===== src/rtl/stopwatch_ctrl.sv =====
// Stopwatch front panel: button debounce, start/stop/lap/clear FSM and 8-digit display scan.
// Optional STOPWATCH_AUTOSTOP_EN: force STOP when the live time reaches 59:59.99.
module stopwatch_ctrl #(
   parameter int unsigned DEBOUNCE_MS = 20,
   parameter int unsigned SCAN_DIV    = 2
) (
   input  logic        clk_1khz,
   input  logic        rst_n,
   input  logic        btn_start,
   input  logic        btn_lap,
   input  logic [31:0] time_in,
   output logic        timer_run,
   output logic        timer_clr,
   output logic        lap_hold,
   output logic [7:0]  disp_sel,
   output logic [3:0]  disp_nibble
);

   // state | meaning
   // IDLE  | cleared, timer stopped
   // RUN   | timer counting, live time shown
   // LAP   | timer counting, lap snapshot shown
   // STOP  | timer paused, live time shown
   typedef enum logic [1:0] {IDLE, RUN, LAP, STOP} state_t;

   localparam logic [7:0]  DEB_TC  = 8'(DEBOUNCE_MS);
   localparam logic [3:0]  SCAN_TC = 4'(SCAN_DIV - 1);
   localparam logic [31:0] LIMIT   = 32'h59E59E99;

   logic [1:0]       btn_raw;
   logic [1:0]       sync1, sync2, deb, deb_d, press;
   logic [1:0][7:0]  cnt;

   state_t      state, state_nxt;
   logic        capture, clr_nxt, auto_stop;
   logic [31:0] lap_reg;
   logic [31:0] disp_src;

   logic [2:0]  idx;
   logic [3:0]  div;

   assign btn_raw = {btn_lap, btn_start};

   // Bit 0 is start, bit 1 is lap; press is a registered rising edge of the debounced level.
   always_ff @(posedge clk_1khz) begin
      if (!rst_n) begin
         sync1 <= '0;
         sync2 <= '0;
         deb   <= '0;
         deb_d <= '0;
         press <= '0;
         cnt   <= '0;
      end else begin
         sync1 <= btn_raw;
         sync2 <= sync1;
         deb_d <= deb;
         press <= deb & ~deb_d;
         for (int i = 0; i < 2; i++) begin
            if (sync2[i] == deb[i]) begin
               cnt[i] <= '0;
            end else if (cnt[i] == DEB_TC) begin
               deb[i] <= sync2[i];
               cnt[i] <= '0;
            end else begin
               cnt[i] <= cnt[i] + 8'd1;
            end
         end
      end
   end

`ifdef STOPWATCH_AUTOSTOP_EN
   assign auto_stop = ((state == RUN) || (state == LAP)) && (time_in == LIMIT);
`else
   assign auto_stop = 1'b0;
`endif

   // Start is tested first, so a simultaneous lap press is dropped.
   always_comb begin
      state_nxt = state;
      capture   = 1'b0;
      clr_nxt   = 1'b0;
      if (auto_stop) begin
         state_nxt = STOP;
      end else begin
         case (state)
            IDLE: if (press[0]) state_nxt = RUN;
            RUN: begin
               if (press[0]) begin
                  state_nxt = STOP;
               end else if (press[1]) begin
                  state_nxt = LAP;
                  capture   = 1'b1;
               end
            end
            LAP: begin
               if (press[0])      state_nxt = STOP;
               else if (press[1]) state_nxt = RUN;
            end
            STOP: begin
               if (press[0]) begin
                  state_nxt = RUN;
               end else if (press[1]) begin
                  state_nxt = IDLE;
                  clr_nxt   = 1'b1;
               end
            end
            default: state_nxt = IDLE;
         endcase
      end
   end

   always_ff @(posedge clk_1khz) begin
      if (!rst_n) begin
         state     <= IDLE;
         timer_run <= 1'b0;
         timer_clr <= 1'b0;
         lap_hold  <= 1'b0;
         lap_reg   <= '0;
      end else begin
         state     <= state_nxt;
         timer_run <= (state_nxt == RUN) || (state_nxt == LAP);
         lap_hold  <= (state_nxt == LAP);
         timer_clr <= clr_nxt;
         if (capture) lap_reg <= time_in;
      end
   end

   assign disp_src = lap_hold ? lap_reg : time_in;

   // Digit select and its nibble are loaded together once per scan slot.
   always_ff @(posedge clk_1khz) begin
      if (!rst_n) begin
         idx         <= '0;
         div         <= '0;
         disp_sel    <= 8'hFF;
         disp_nibble <= 4'h0;
      end else if (div == SCAN_TC) begin
         div         <= '0;
         idx         <= idx + 3'd1;
         disp_sel    <= ~(8'd1 << idx);
         disp_nibble <= disp_src[{idx, 2'b00} +: 4];
      end else begin
         div <= div + 4'd1;
      end
   end

endmodule


===== config.mk =====
export PLATFORM = sky130hd
export DESIGN_NAME = stopwatch_ctrl
export DESIGN_NICKNAME = d
export VERILOG_FILES = /design/src/rtl/stopwatch_ctrl.sv
export SDC_FILE = /design/constraint.sdc
export NUM_CORES = 1
export LEC_CHECK = 0
export ABC_AREA = 1
export CAP_MARGIN = 20
export CELL_PAD_IN_SITES_DETAIL_PLACEMENT = 2
export CELL_PAD_IN_SITES_GLOBAL_PLACEMENT = 2
export CORE_AREA = 4 4 113 115
export DETAILED_ROUTE_END_ITERATION = 10
export DIE_AREA = 0 0 117 119
export PLACE_DENSITY_LB_ADDON = 0.1
export SETUP_SLACK_MARGIN = 0.3
export SLEW_MARGIN = 20
export SYNTH_ARGS = -nofsm -noshare
export SYNTH_HDL_FRONTEND = slang
export SYNTH_SLANG_ARGS = --single-unit

===== constraint.sdc =====
create_clock -name clk_1khz -period 2.19 [get_ports clk_1khz]
set_clock_uncertainty 0.15 [all_clocks]
set_input_delay 0.219 -clock clk_1khz [delete_from_list [all_inputs] [get_ports clk_1khz]]
set_output_delay 0.219 -clock clk_1khz [all_outputs]
set_load 0.005 [all_outputs]

==> out/results.tsv <==
metric	value	unit
CP arrival	1.35	ns
H-tree depth	3	
Die Wd	117	µm
cells on worst reg2reg path	8	
Lkg Pwr	1.94	nW
most frequent cells in the layout	inv_1, nand2_1, dfxtp_1	
Starting Density	32.1	%
hold_sp	rst_n	
CP delay by family, top	buffers and inverters	
total number of vias	3644	
drt total wl	11900	µm
fill count	1413	
Slowest cell on crit path	clkdlybuf4s50_1	
grt total ovfl	0	
CP startpoint kind	flop	
CP bufs+invs	1	
hold path endpoint	sync2[1]	
Post-synth EDFFs	0	
clk sink count	82	
terminus of the critical flop-to-flop path	disp_nibble[3]	
Post-Synth Adder-Cell Area	4.29	%
vias in the first global route	3881	
worst hold path depth	3	
xor/xnor share of the synthesized area	1.39	%
Synth Net Count	583	
Syn Inst Count	534	
FMAX	582	MHz
total placed instance area	4450	µm²
clock tree buffer depth	2	
largest net degree at the start of global routing	42	
synthesized flop and latch total	82	
Syn Area/Cell	7.09	µm²
HPWL Detailed	8450	µm
GRT Overall Usage	17.9	%
Setup Viol. Count Final	0	
VDD IR max	0.342	mV
placer congestion estimate	0.743	
CTS Buf Count	9	
worst skew pair latency	0.34	ns
Synth Cell Area	3790	µm²
minimum clock period	1.72	ns
Area Growth Syn to Fin	24.8	%
fraction of registers with async set/reset	0	%
drt pass-1 iters	4	
clock-pin slew on the worst setup and hold paths	0.06	ns
Core Box Area	11800	µm²
CP peak stage delay	0.55	ns
critical path fanouts, max	4	
Final Max Slew Viols	0	
clock root buffer	clkbuf_16	
Slew Limit Headroom	68.9	%
RSZ-0062 raised after global routing	false	
Worst-Margin Slew	0.466	ns
CP endpoint kind	output pin	
layout cells sized above 1	6.47	%
Vias/cell	4.96	
crit path cell chain	clkdlybuf4s50_1	
period utilization	78.4	%
DR WL/cell	16.1	µm
Power Total	0.00352	W
crit path kind	reg -> out	
min-delay worst type	in -> reg	
Yosys warning count	0	
initial antenna violation count	0	
TNS Setup	0	ns
Power Density	746	nW/µm²
DRC viols	0	
main combinational cell family by area after synthesis	simple AND/OR/NAND/NOR gates	
row count	40	
DR iter-0 viols	148	
final hold vios	0	
Reg-to-Reg Start	lap_hold	
post-synthesis compound-gate area fraction	13.7	%
Yosys cell types	28	
antenna-violating nets left	0	
ant diodes	0	
sequential share of the synthesized area	43.3	%
die footprint	13900	µm²
first-pass GRT wire length	19400	µm
max-cap viol count	0	
Most used DFF post-synth	dfxtp_1	
post-synthesis mux area share	0	%
final instance area	4730	µm²
IO Port Bufs	50	
commonest non-fill, non-tap cell in the layout	inv_1	
IO Pins	51	
outcome	finished clean	
final net count	631	
Chip Height	119	µm
Synth Area in Simple Gates	25.4	%
flop2flop setup slack	0.49	ns
WP data required	1.82	ns
CTS tree	done	
Largest register FFs	32	
per-layer routing:
layer	part of all wire (%)	global-route usage [%]	wire length, µm
met4	1.6	6.16	184
met1	47	23.1	5520
met2	49	29.8	5820
met3	2.7	3.00	320
met5	0	0	0
tightest hold or removal path, delay by kind of cell:
kind | cells | cell delay, ns
buffers and inverters | 2 | 0.19
AND/OR/NAND/NOR | 1 | 0.07
report_power, final:
group | switching, W | internal (W)
combinational | 0.000310 | 0.000234
sequential | 0.0000321 | 0.00154
clock | 0.000619 | 0.000788
total | 0.000962 | 0.00256
timing repair:
action / CTS / global route
gates resized for setup: 0 / 2
setup buffers: 0 / 0
hold buffers: 0 / 0
setup endpoints to repair: 0 / 20
logic make-up after synthesis:
family / Yosys count
simple gates: 223
buf+inv: 113
compound gates: 97
flops: 82
fa+ha+maj: 13
xor+xnor: 6
worst max-delay path by stage:
stage / endpoint / startpoint / cells past startpoint / slack (ns)
floorplan: idx[1] / idx[0] / 5 / 0.79
global route: cnt[13] / cnt[8] / 6 / 0.32
global placement: disp_nibble[3] / lap_hold / 8 / 0.45
detailed placement: disp_nibble[3] / lap_hold / 8 / 0.39
CTS: disp_nibble[3] / lap_hold / 8 / 0.35
finish: lap_hold / lap_hold / 1 / 0.47
cells in the mapped netlist, types with 2 or more instances:
cell type / count / share of area, %
o21a_1: 2 / 0.40
nor3b_1: 2 / 0.40
nor3_1: 4 / 0.53
nand3_1: 57 / 7.5
or2_2: 4 / 0.66
a21oi_1: 45 / 5.9
nand4_1: 4 / 0.66
o21ai_0: 42 / 5.6
nand2_2: 2 / 0.33
ha_1: 13 / 4.3
inv_2: 2 / 0.20
a41oi_1: 6 / 1.4
nor2_1: 64 / 6.3
xor2_1: 4 / 0.92
buf_4: 2 / 0.40
dfxtp_1: 82 / 43
nand2_1: 83 / 8.2
clkbuf_1: 12 / 1.2
xnor2_1: 2 / 0.46
inv_1: 86 / 8.5
buf_2: 9 / 1.2
cell type report:
cell class | count | area [µm²] | share of cell area (%)
clock buffers | 10 | 239 | 5.06
clock inverters | 6 | 32.5 | 0.688
inverters | 89 | 334 | 7.07
multi-input cells | 339 | 1700 | 36.0
flip-flops and latches | 82 | 1640 | 34.7
well taps | 147 | 184 | 3.89
repair buffers | 61 | 594 | 12.6
stage by stage:
| step | util [%] | instances | hold slack, ns | worst slack, ns |
|---|---|---|---|---|
| final | 40.0 | 734 | 0.0326 | 0.473 |
| after global routing | 40.0 | 734 | 0.0508 | 0.317 |
| after CTS | 39.9 | 734 | 0.0228 | 0.350 |
| after detailed placement | 37.6 | 718 | 0.239 | 0.388 |
| after global placement | 37.6 | 718 | 0.237 | 0.447 |
| after floorplan | - | 534 | 0.167 | 0.789 |
Power figures use the tool's default switching activity.
